==> src/rtl/uart_cmd_receiver.sv <==
// Command receiver for the host-to-analyzer serial link.
// Unloads bytes from the UART RX buffer and parses frames of the form
// SYNC_BYTE, OPC, payload (0-2 bytes), CHK, where OPC ^ payload ^ CHK == 0.
// Accepted frames update the capture configuration or fire a control strobe.
//
// Ports:
//   clk, rst     system clock, synchronous active-high reset
//   rx_empty     UART RX empty flag (low = byte waiting)
//   rx_data      UART RX byte, valid the cycle after uld_rx_data
//   uld_rx_data  one-cycle unload strobe to the UART RX
//   trig_mask    trigger input mask
//   sample_div   sample clock divider
//   arm_pulse    one-cycle arm strobe
//   capture_rst  one-cycle capture/FIFO reset strobe
//   cmd_ok       one-cycle: frame accepted and applied
//   cmd_err      one-cycle: frame rejected (bad opcode, checksum, zero divider, timeout)
//   err_count    rejected-frame count, saturating at 255
//   state_debug  byte FSM state {WAIT_BYTE=0, UNLOAD=1, CAPTURE=2}
module uart_cmd_receiver #(
  parameter logic [7:0]  SYNC_BYTE      = 8'hA5,
  parameter int unsigned TIMEOUT_CYCLES = 500000,
  parameter logic [2:0]  MASK_RESET     = 3'b111,
  parameter logic [15:0] DIV_RESET      = 16'd1
) (
  input  logic        clk,
  input  logic        rst,
  input  logic        rx_empty,
  input  logic [7:0]  rx_data,
  output logic        uld_rx_data,
  output logic [2:0]  trig_mask,
  output logic [15:0] sample_div,
  output logic        arm_pulse,
  output logic        capture_rst,
  output logic        cmd_ok,
  output logic        cmd_err,
  output logic [7:0]  err_count,
  output logic [2:0]  state_debug
);

  localparam int unsigned GapW = $clog2(TIMEOUT_CYCLES);
  localparam logic [GapW-1:0] GapLast = GapW'(TIMEOUT_CYCLES - 1);

  localparam logic [7:0] OpSetMask = 8'h01;
  localparam logic [7:0] OpSetDiv  = 8'h02;
  localparam logic [7:0] OpArm     = 8'h03;
  localparam logic [7:0] OpCapRst  = 8'h04;

  typedef enum logic [1:0] {
    StWaitByte = 2'd0,
    StUnload   = 2'd1,
    StCapture  = 2'd2
  } state_e;

  typedef enum logic [2:0] {
    FldSync,
    FldOpc,
    FldPay0,
    FldPay1,
    FldChk
  } field_e;

  state_e          state_q, state_d;
  field_e          field_q, field_d;
  logic [7:0]      opc_q, opc_d;
  logic [7:0]      pay0_q, pay0_d;
  logic [7:0]      pay1_q, pay1_d;
  logic [7:0]      xor_q, xor_d;
  logic [GapW-1:0] gap_q, gap_d;
  logic [2:0]      trig_mask_q, trig_mask_d;
  logic [15:0]     sample_div_q, sample_div_d;
  logic            arm_q, arm_d;
  logic            caprst_q, caprst_d;
  logic            ok_q, ok_d;
  logic            err_q, err_d;
  logic [7:0]      err_count_q, err_count_d;
  logic            frame_good;

  always_comb begin
    state_d      = state_q;
    field_d      = field_q;
    opc_d        = opc_q;
    pay0_d       = pay0_q;
    pay1_d       = pay1_q;
    xor_d        = xor_q;
    gap_d        = gap_q;
    trig_mask_d  = trig_mask_q;
    sample_div_d = sample_div_q;
    arm_d        = 1'b0;
    caprst_d     = 1'b0;
    ok_d         = 1'b0;
    err_d        = 1'b0;
    frame_good   = 1'b0;

    unique case (state_q)
      StWaitByte: begin
        // A waiting byte always wins over a timeout in the same cycle.
        if (!rx_empty) begin
          state_d = StUnload;
        end else if (field_q != FldSync) begin
          if (gap_q == GapLast) begin
            err_d   = 1'b1;
            field_d = FldSync;
          end else begin
            gap_d = gap_q + 1'b1;
          end
        end
      end
      StUnload: begin
        state_d = StCapture;
      end
      StCapture: begin
        state_d = StWaitByte;
        gap_d   = '0;
        unique case (field_q)
          FldSync: begin
            if (rx_data == SYNC_BYTE) begin
              field_d = FldOpc;
              xor_d   = 8'h00;
            end
          end
          FldOpc: begin
            opc_d = rx_data;
            xor_d = rx_data;
            if (rx_data == OpSetMask || rx_data == OpSetDiv) begin
              field_d = FldPay0;
            end else if (rx_data == OpArm || rx_data == OpCapRst) begin
              field_d = FldChk;
            end else begin
              err_d   = 1'b1;
              field_d = FldSync;
            end
          end
          FldPay0: begin
            pay0_d  = rx_data;
            xor_d   = xor_q ^ rx_data;
            field_d = (opc_q == OpSetDiv) ? FldPay1 : FldChk;
          end
          FldPay1: begin
            pay1_d  = rx_data;
            xor_d   = xor_q ^ rx_data;
            field_d = FldChk;
          end
          FldChk: begin
            field_d    = FldSync;
            frame_good = ((xor_q ^ rx_data) == 8'h00) &&
                         !((opc_q == OpSetDiv) && ({pay0_q, pay1_q} == 16'h0000));
            if (frame_good) begin
              ok_d = 1'b1;
              unique case (opc_q)
                OpSetMask: trig_mask_d  = pay0_q[2:0];
                OpSetDiv:  sample_div_d = {pay0_q, pay1_q};
                OpArm:     arm_d        = 1'b1;
                OpCapRst:  caprst_d     = 1'b1;
                default:   ;
              endcase
            end else begin
              err_d = 1'b1;
            end
          end
          default: field_d = FldSync;
        endcase
      end
      default: state_d = StWaitByte;
    endcase

    err_count_d = (err_d && (err_count_q != 8'hFF)) ? err_count_q + 8'd1 : err_count_q;
  end

  always_ff @(posedge clk) begin
    if (rst) begin
      state_q      <= StWaitByte;
      field_q      <= FldSync;
      opc_q        <= 8'h00;
      pay0_q       <= 8'h00;
      pay1_q       <= 8'h00;
      xor_q        <= 8'h00;
      gap_q        <= '0;
      trig_mask_q  <= MASK_RESET;
      sample_div_q <= DIV_RESET;
      arm_q        <= 1'b0;
      caprst_q     <= 1'b0;
      ok_q         <= 1'b0;
      err_q        <= 1'b0;
      err_count_q  <= 8'h00;
    end else begin
      state_q      <= state_d;
      field_q      <= field_d;
      opc_q        <= opc_d;
      pay0_q       <= pay0_d;
      pay1_q       <= pay1_d;
      xor_q        <= xor_d;
      gap_q        <= gap_d;
      trig_mask_q  <= trig_mask_d;
      sample_div_q <= sample_div_d;
      arm_q        <= arm_d;
      caprst_q     <= caprst_d;
      ok_q         <= ok_d;
      err_q        <= err_d;
      err_count_q  <= err_count_d;
    end
  end

  assign uld_rx_data = (state_q == StUnload);
  assign trig_mask   = trig_mask_q;
  assign sample_div  = sample_div_q;
  assign arm_pulse   = arm_q;
  assign capture_rst = caprst_q;
  assign cmd_ok      = ok_q;
  assign cmd_err     = err_q;
  assign err_count   = err_count_q;
  assign state_debug = {1'b0, state_q};

endmodule

==> config.mk <==
export PLATFORM = sky130hd
export DESIGN_NAME = uart_cmd_receiver
export DESIGN_NICKNAME = d
export VERILOG_FILES = /design/src/rtl/uart_cmd_receiver.sv
export SDC_FILE = /design/constraint.sdc
export NUM_CORES = 1
export LEC_CHECK = 0
export BUFFER_PORTS_ARGS = -buffer_cell sky130_fd_sc_hd__buf_2
export CELL_PAD_IN_SITES_DETAIL_PLACEMENT = 0
export CELL_PAD_IN_SITES_GLOBAL_PLACEMENT = 1
export CORE_MARGIN = 10
export CORE_UTILIZATION = 35
export DETAILED_ROUTE_END_ITERATION = 10
export GPL_ROUTABILITY_DRIVEN = 0
export PLACE_DENSITY_LB_ADDON = 0.08
export SKIP_LAST_GASP = 1
export SYNTH_ARGS = -nofsm -noshare
export SYNTH_HDL_FRONTEND = slang
export SYNTH_SLANG_ARGS = --single-unit
==> constraint.sdc <==
create_clock -name clk -period 5.2 [get_ports clk]
set_input_delay 1.04 -clock clk [delete_from_list [all_inputs] [get_ports clk]]
set_output_delay 1.04 -clock clk [all_outputs]
set_load 0.005 [all_outputs]
==> Word level (Yosys, flattened, before mapping) <==
Cells that the tools add are included.
{ "op_classes": {"add_sub_neg": 2, "n_eq_ne": 24, "mux": 28, "bitwise_logic": 4, "reduce_logical": 24} }
{ "ops": {"columns": ["cell", "count"], "rows": [
  ["19-bit 2-to-1 mux", 3],
  ["19-bit case mux with 2 select lines", 1],
  ["8-bit by 2-bit equality test with 1-bit output, second input constant", 4],
  ["8-bit case mux with 3 select lines", 1],
  ["3-bit 2-to-1 mux", 7],
  ["19-bit by 1-bit adder with 19-bit output, second input constant", 1],
  ["19-bit equality test, second input constant", 1],
  ["8-bit by 1-bit equality test with 1-bit output, second input constant", 2],
  ["8-bit by 3-bit equality test with 1-bit output, second input constant", 2],
  ["16-bit logical NOT", 1],
  ["2-bit inequality test, second input constant", 6],
  ["3-bit case mux with 4 select lines", 1],
  ["4-bit AND reduction", 3],
  ["1-bit 2-to-1 mux", 9],
  ["8-bit by 1-bit adder with 8-bit output, second input constant", 1],
  ["8-bit equality test, second input constant", 1],
  ["8-bit logical NOT", 1],
  ["8-bit 2-to-1 mux", 1],
  ["8-bit inequality test, second input constant", 1],
  ["8-bit bitwise XOR", 1],
  ["3-bit by 2-bit equality test with 1-bit output, second input constant", 2],
  ["3-bit case mux with 2 select lines", 1],
  ["2-bit AND reduction", 3],
  ["3-bit nonzero test", 2],
  ["20 further kinds", 26]
]} }
{ "totals": {"ff_bits": 87, "inputBits": 11, "out_inout_bits": 35, "wordCells": 96} }

==> Longest topological paths before layout <==
{ "logic_depth": {"ltp_word": 8, "mapped_depth": 9} }

==> Worst setup path after synthesis <==
OpenSTA, ideal clock, no wires.
{ "synth_path": {"kind": "input-to-reg", "startpoint": "input rx_data[1]", "endpoint": "register sample_div_q[13], in the netlist sample_div[13]", "arrival_time_ps": 2638, "required_time_ps": 5072, "path_slack_ps": 2435, "path_stages": 9, "path_buffers": 3, "cell_sequence": "clkbuf_1 -> xor2_1 -> nor4_1 -> nand2_1 -> nor4_1 -> buf_4 -> buf_12 -> mux2i_1 -> nor2_1"} }
{ "synth_between": {"elab_chain_cells": 4} }
{ "synth_lines": {"columns": ["element", "line", "rtl"], "rows": [
  ["from (decl)", "28", "input logic [7:0] rx_data,"],
  ["8-bit bitwise XOR", "145", "frame_good = ((xor_q ^ rx_data) == 8'h00) &&"],
  ["8-bit logical NOT", "145", null],
  ["1-bit logical AND", "145", null],
  ["4-bit AND reduction (no source line)", null, null],
  ["to (signal assigned)", "194", "sample_div_q <= sample_div_d;"],
  ["to (decl)", "70", "logic [15:0] sample_div_q, sample_div_d;"]
]} }
Every way passes these cells.
A chain may end at the register's enable or synchronous reset.

==> Worst setup path after layout <==
{ "layout_path": {"startpoint": "register field_q[0]", "endpoint": "register err_count_q[7], in the netlist err_count[7]"} }
{ "layout_between": {"elab_chain_cells": 5, "elab_cells_between_ends": 8} }
{ "layout_lines": {"columns": ["element", "line", "rtl"], "rows": [
  ["from (decl)", "63", "field_e field_q, field_d;"],
  ["from (signal assigned)", "172", "field_q <= FldSync;"],
  ["from (signal assigned)", "187", "field_q <= field_d;"],
  ["3-bit nonzero test", "99", "end else if (field_q != FldSync) begin"],
  ["1-bit 2-to-1 mux", "99", null],
  ["1-bit 2-to-1 mux", "97", "if (!rx_empty) begin"],
  ["1-bit case mux with 2 select lines (*)", "94", "unique case (state_q)"],
  ["1-bit logical AND (*)", "166", "err_count_d = (err_d && (err_count_q != 8'hFF)) ? err_count_q + 8'd1 : err_count_q;"],
  ["to (signal assigned)", "199", "err_count_q <= err_count_d;"],
  ["to (decl)", "75", "logic [7:0] err_count_q, err_count_d;"]
]} }
Mark *: on every way between the ends. The rest lies on a longest branch, timed or not.

==> summary.txt <==
Logic synthesis
  – Post-Syn Area: 4080 um2
  – Leading area contributor after synthesis: dfxtp_1
  – Count leader, synth: dfxtp_1
  – Post-synth EDFFs: 0
  – Yosys reg bits: 87
  – Cells after Synth: 469
  – Warnings, synthesis: 0
  – Post-synth top area share: 0.427
  – Synth top cells by count: dfxtp_1, nor2_1, mux2i_1
  – Yosys cell types: 55
  – Cells taking the most area after synthesis: dfxtp_1, mux2i_1, nor2_1
  – Predominant post-synthesis flop cell: dfxtp_1
  – Mapped Avg Cell Area: 8.70 um2
  – Post-synth ARST share: 0
  – Syn_nets: 482
  – Register area share after synthesis: 0.427

Timing
  – Setup TNS: 0 ns
  – Setup-failing EPs final: 0
  – Unrepaired setup endpoints after global routing: false
  – Worst Clk Skew: 0.00613 ns
  – Max Clock Freq: 349 MHz
  – Worst-margin pin slew: 0.873 ns
  – Clock period minus worst slack: 2.86 ns
  – Max transition margin: 0.415
  – Period utilisation layout: 0.551
  – Max Slew Vio Count: 0
  – WHS: 0.455 ns
  – Final Hold Fails: 0
  – Worst setup margin: 2.34 ns

Clocking
  – CTS resizes: 0
  – Total CTS buffers: 9
  – # clock sinks: 87
  – CTS tree: yes
  – CTS max path bufs: 2
  – Clock latency on the worst-skew pair: 0.35 ns
  – Hold Buf Count CTS: 0
  – Worst-path clk slew: 0.06 ns
  – Clk root buf: clkbuf_16
  – H-tree levels: 3
  – Postcts setup bufs: 0

Worst setup path
  – Worst endpoint required time: 5.43 ns
  – Crit path DAT: 3.09 ns
  – Startpoint types: flop
  – Crit path capture type: flop
  – CP bufs+invs: 0
  – Crit-path cells: or3b_1, or2_1, a31oi_1, a41oi_2, a2111oi_4, mux2_1
  – Delay-heaviest family, CP: simple AND/OR/NAND/NOR gates
  – Critical path class: flop to flop
  – Max incr delay on CP: 0.55 ns
  – Crit-path max FO: 11
  – Slowest CP cell: or3b_1

Layout
  – Area of the multi-input gates: 2170 um2
  – Synth-to-layout area growth: 14.3%
  – Seq. cell area: 1740 um2
  – Nets: 507
  – Share of post-route cells with drive strength above 1: 0.160
  – Antenna cells: 0
  – Fillers: 1,190

Outcome
  – Status: finished, final reports clean

GRT
  – Initial antenna violation count: 0
  – Overflow after GRT: 0
  – Total global-route track usage: 0.127
  – Global-route wire length before repair: 16.6 mm
  – Largest net degree at the start of global routing: 40
  – Vias in the first global route: 3,156

Floorplanning
  – Die height: 128 um
  – Row cnt: 39
  – Core Area: 11,400 um2
  – Chip Width: 128 um
  – Full die area: 16,400 um2
  – Starting Density: 0.357
  – Total I/O pin count: 46

Placement
  – IO Port Bufs: 44
  – Post-DP HPWL: 6.95 mm
  – DP Worst Slack: 2.15 ns

Detailed routing
  – Vias per Instance: 5.12
  – Vias post-DR: 3,284
  – Post-DR wirelength/cell: 15.8 um
  – ANT nets after route: 0
  – DRT Pass-1 Iters: 4
  – Post-Route WL: 10.2 mm
  – Drt drc: 0
  – 1st-iter DRT viols: 259

Power and ir drop
  – VDD IR max: 0.000203 V
  – Leak: 1.71 nW
  – Cell Pwr Density: 295 nW/um2
  – Final Power: 1.38 mW

Run
  – Max Cap Viol: 0

Min path
  – Hold Crit Class: flop to flop
-- flip-flops by register name, summed over array words and instances, names as in the netlist --
name	cells
arm_pulse	1
capture_rst	1
cmd_err	1
cmd_ok	1
err_count	8
field_q	3
gap_q	19
opc_q	8
pay0_q	8
pay1_q	8
sample_div	16
state_q	2
trig_mask	3
xor_q	8
-- cell families after synthesis --
| group | count (synthesis) | share of synthesized area |
|---|---|---|
| and+or+nand+nor | 197 | 0.240 |
| DFF | 87 | 0.427 |
| AOI/OAI and AO/OA | 75 | 0.124 |
| buffers and inverters | 40 | 0.0438 |
| muxes | 39 | 0.0978 |
| xor gates and xnor gates | 28 | 0.0601 |
| adders and majority gates | 2 | 0.00613 |
| other | 1 | 0.000919 |
-- cell type report --
type	instances	share of cell area
multi-input cells	342	0.465
flip-flops and latches	87	0.373
repair buffers	47	0.0521
clock buffers	10	0.0512
well taps	143	0.0384
clock inverters	6	0.0145
inverters	7	0.00563
-- metrics by stage --
step | instance area [um2] | utilization | cells
2_1_floorplan | 4080 | - | 469
3_3_place_gp | 4360 | 0.382 | 626
3_5_place_dp | 4360 | 0.382 | 626
4_1_cts | 4660 | 0.408 | 642
5_1_grt | 4660 | 0.408 | 642
6_report | 4660 | 0.408 | 642
-- cell usage in the layout, fill, tap and decap left out, types with 3 or more instances in the layout --
master / Yosys / layout
clkbuf_16: 0 / 9
nor3_1: 10 / 10
mux2i_1: 32 / 32
and3_1: 6 / 6
a21oi_1: 25 / 25
xor2_1: 19 / 19
nand2b_1: 6 / 6
dfxtp_1: 87 / 87
inv_1: 7 / 7
buf_4: 2 / 3
nand4_1: 4 / 4
and4_1: 3 / 3
or4_4: 3 / 3
nor4_1: 10 / 9
mux2_2: 5 / 5
a211o_1: 3 / 3
nand2_1: 30 / 30
nor3b_1: 4 / 4
nor2_1: 81 / 81
o21ai_0: 24 / 24
nand3_1: 19 / 19
nor2b_1: 8 / 8
a211oi_1: 4 / 4
xnor2_1: 9 / 9
buf_2: 4 / 44
-- final timing paths --
path	start	endpoint	slack [ns]	depth (start not counted)
min reg2reg	trig_mask[1]$_SDFFE_PP1P_	trig_mask[1]$_SDFFE_PP1P_	0.46	1
min	trig_mask[1]$_SDFFE_PP1P_	trig_mask[1]$_SDFFE_PP1P_	0.46	1
max reg2reg	field_q[0]$_SDFFE_PP0P_	err_count[7]$_SDFFE_PP0P_	2.34	6
max	field_q[0]$_SDFFE_PP0P_	err_count[7]$_SDFFE_PP0P_	2.34	6
-- where the power goes --
part           internal [mW]  switching (mW)
sequential             0.667         0.00114
combinational        0.00992          0.0303
clock                  0.388           0.281
-- metal layers --
metal / up-vias / routed length (um) / track usage
met2: 47 / 4520 / 0.193
met5: - / 0 / 0
met3: 4 / 401 / 0.0409
met4: 0 / 75 / 0.0477
met1: 1551 / 5150 / 0.163
li1: 1682 / - / -
Note: power is estimated with default switching activity, not from simulation.
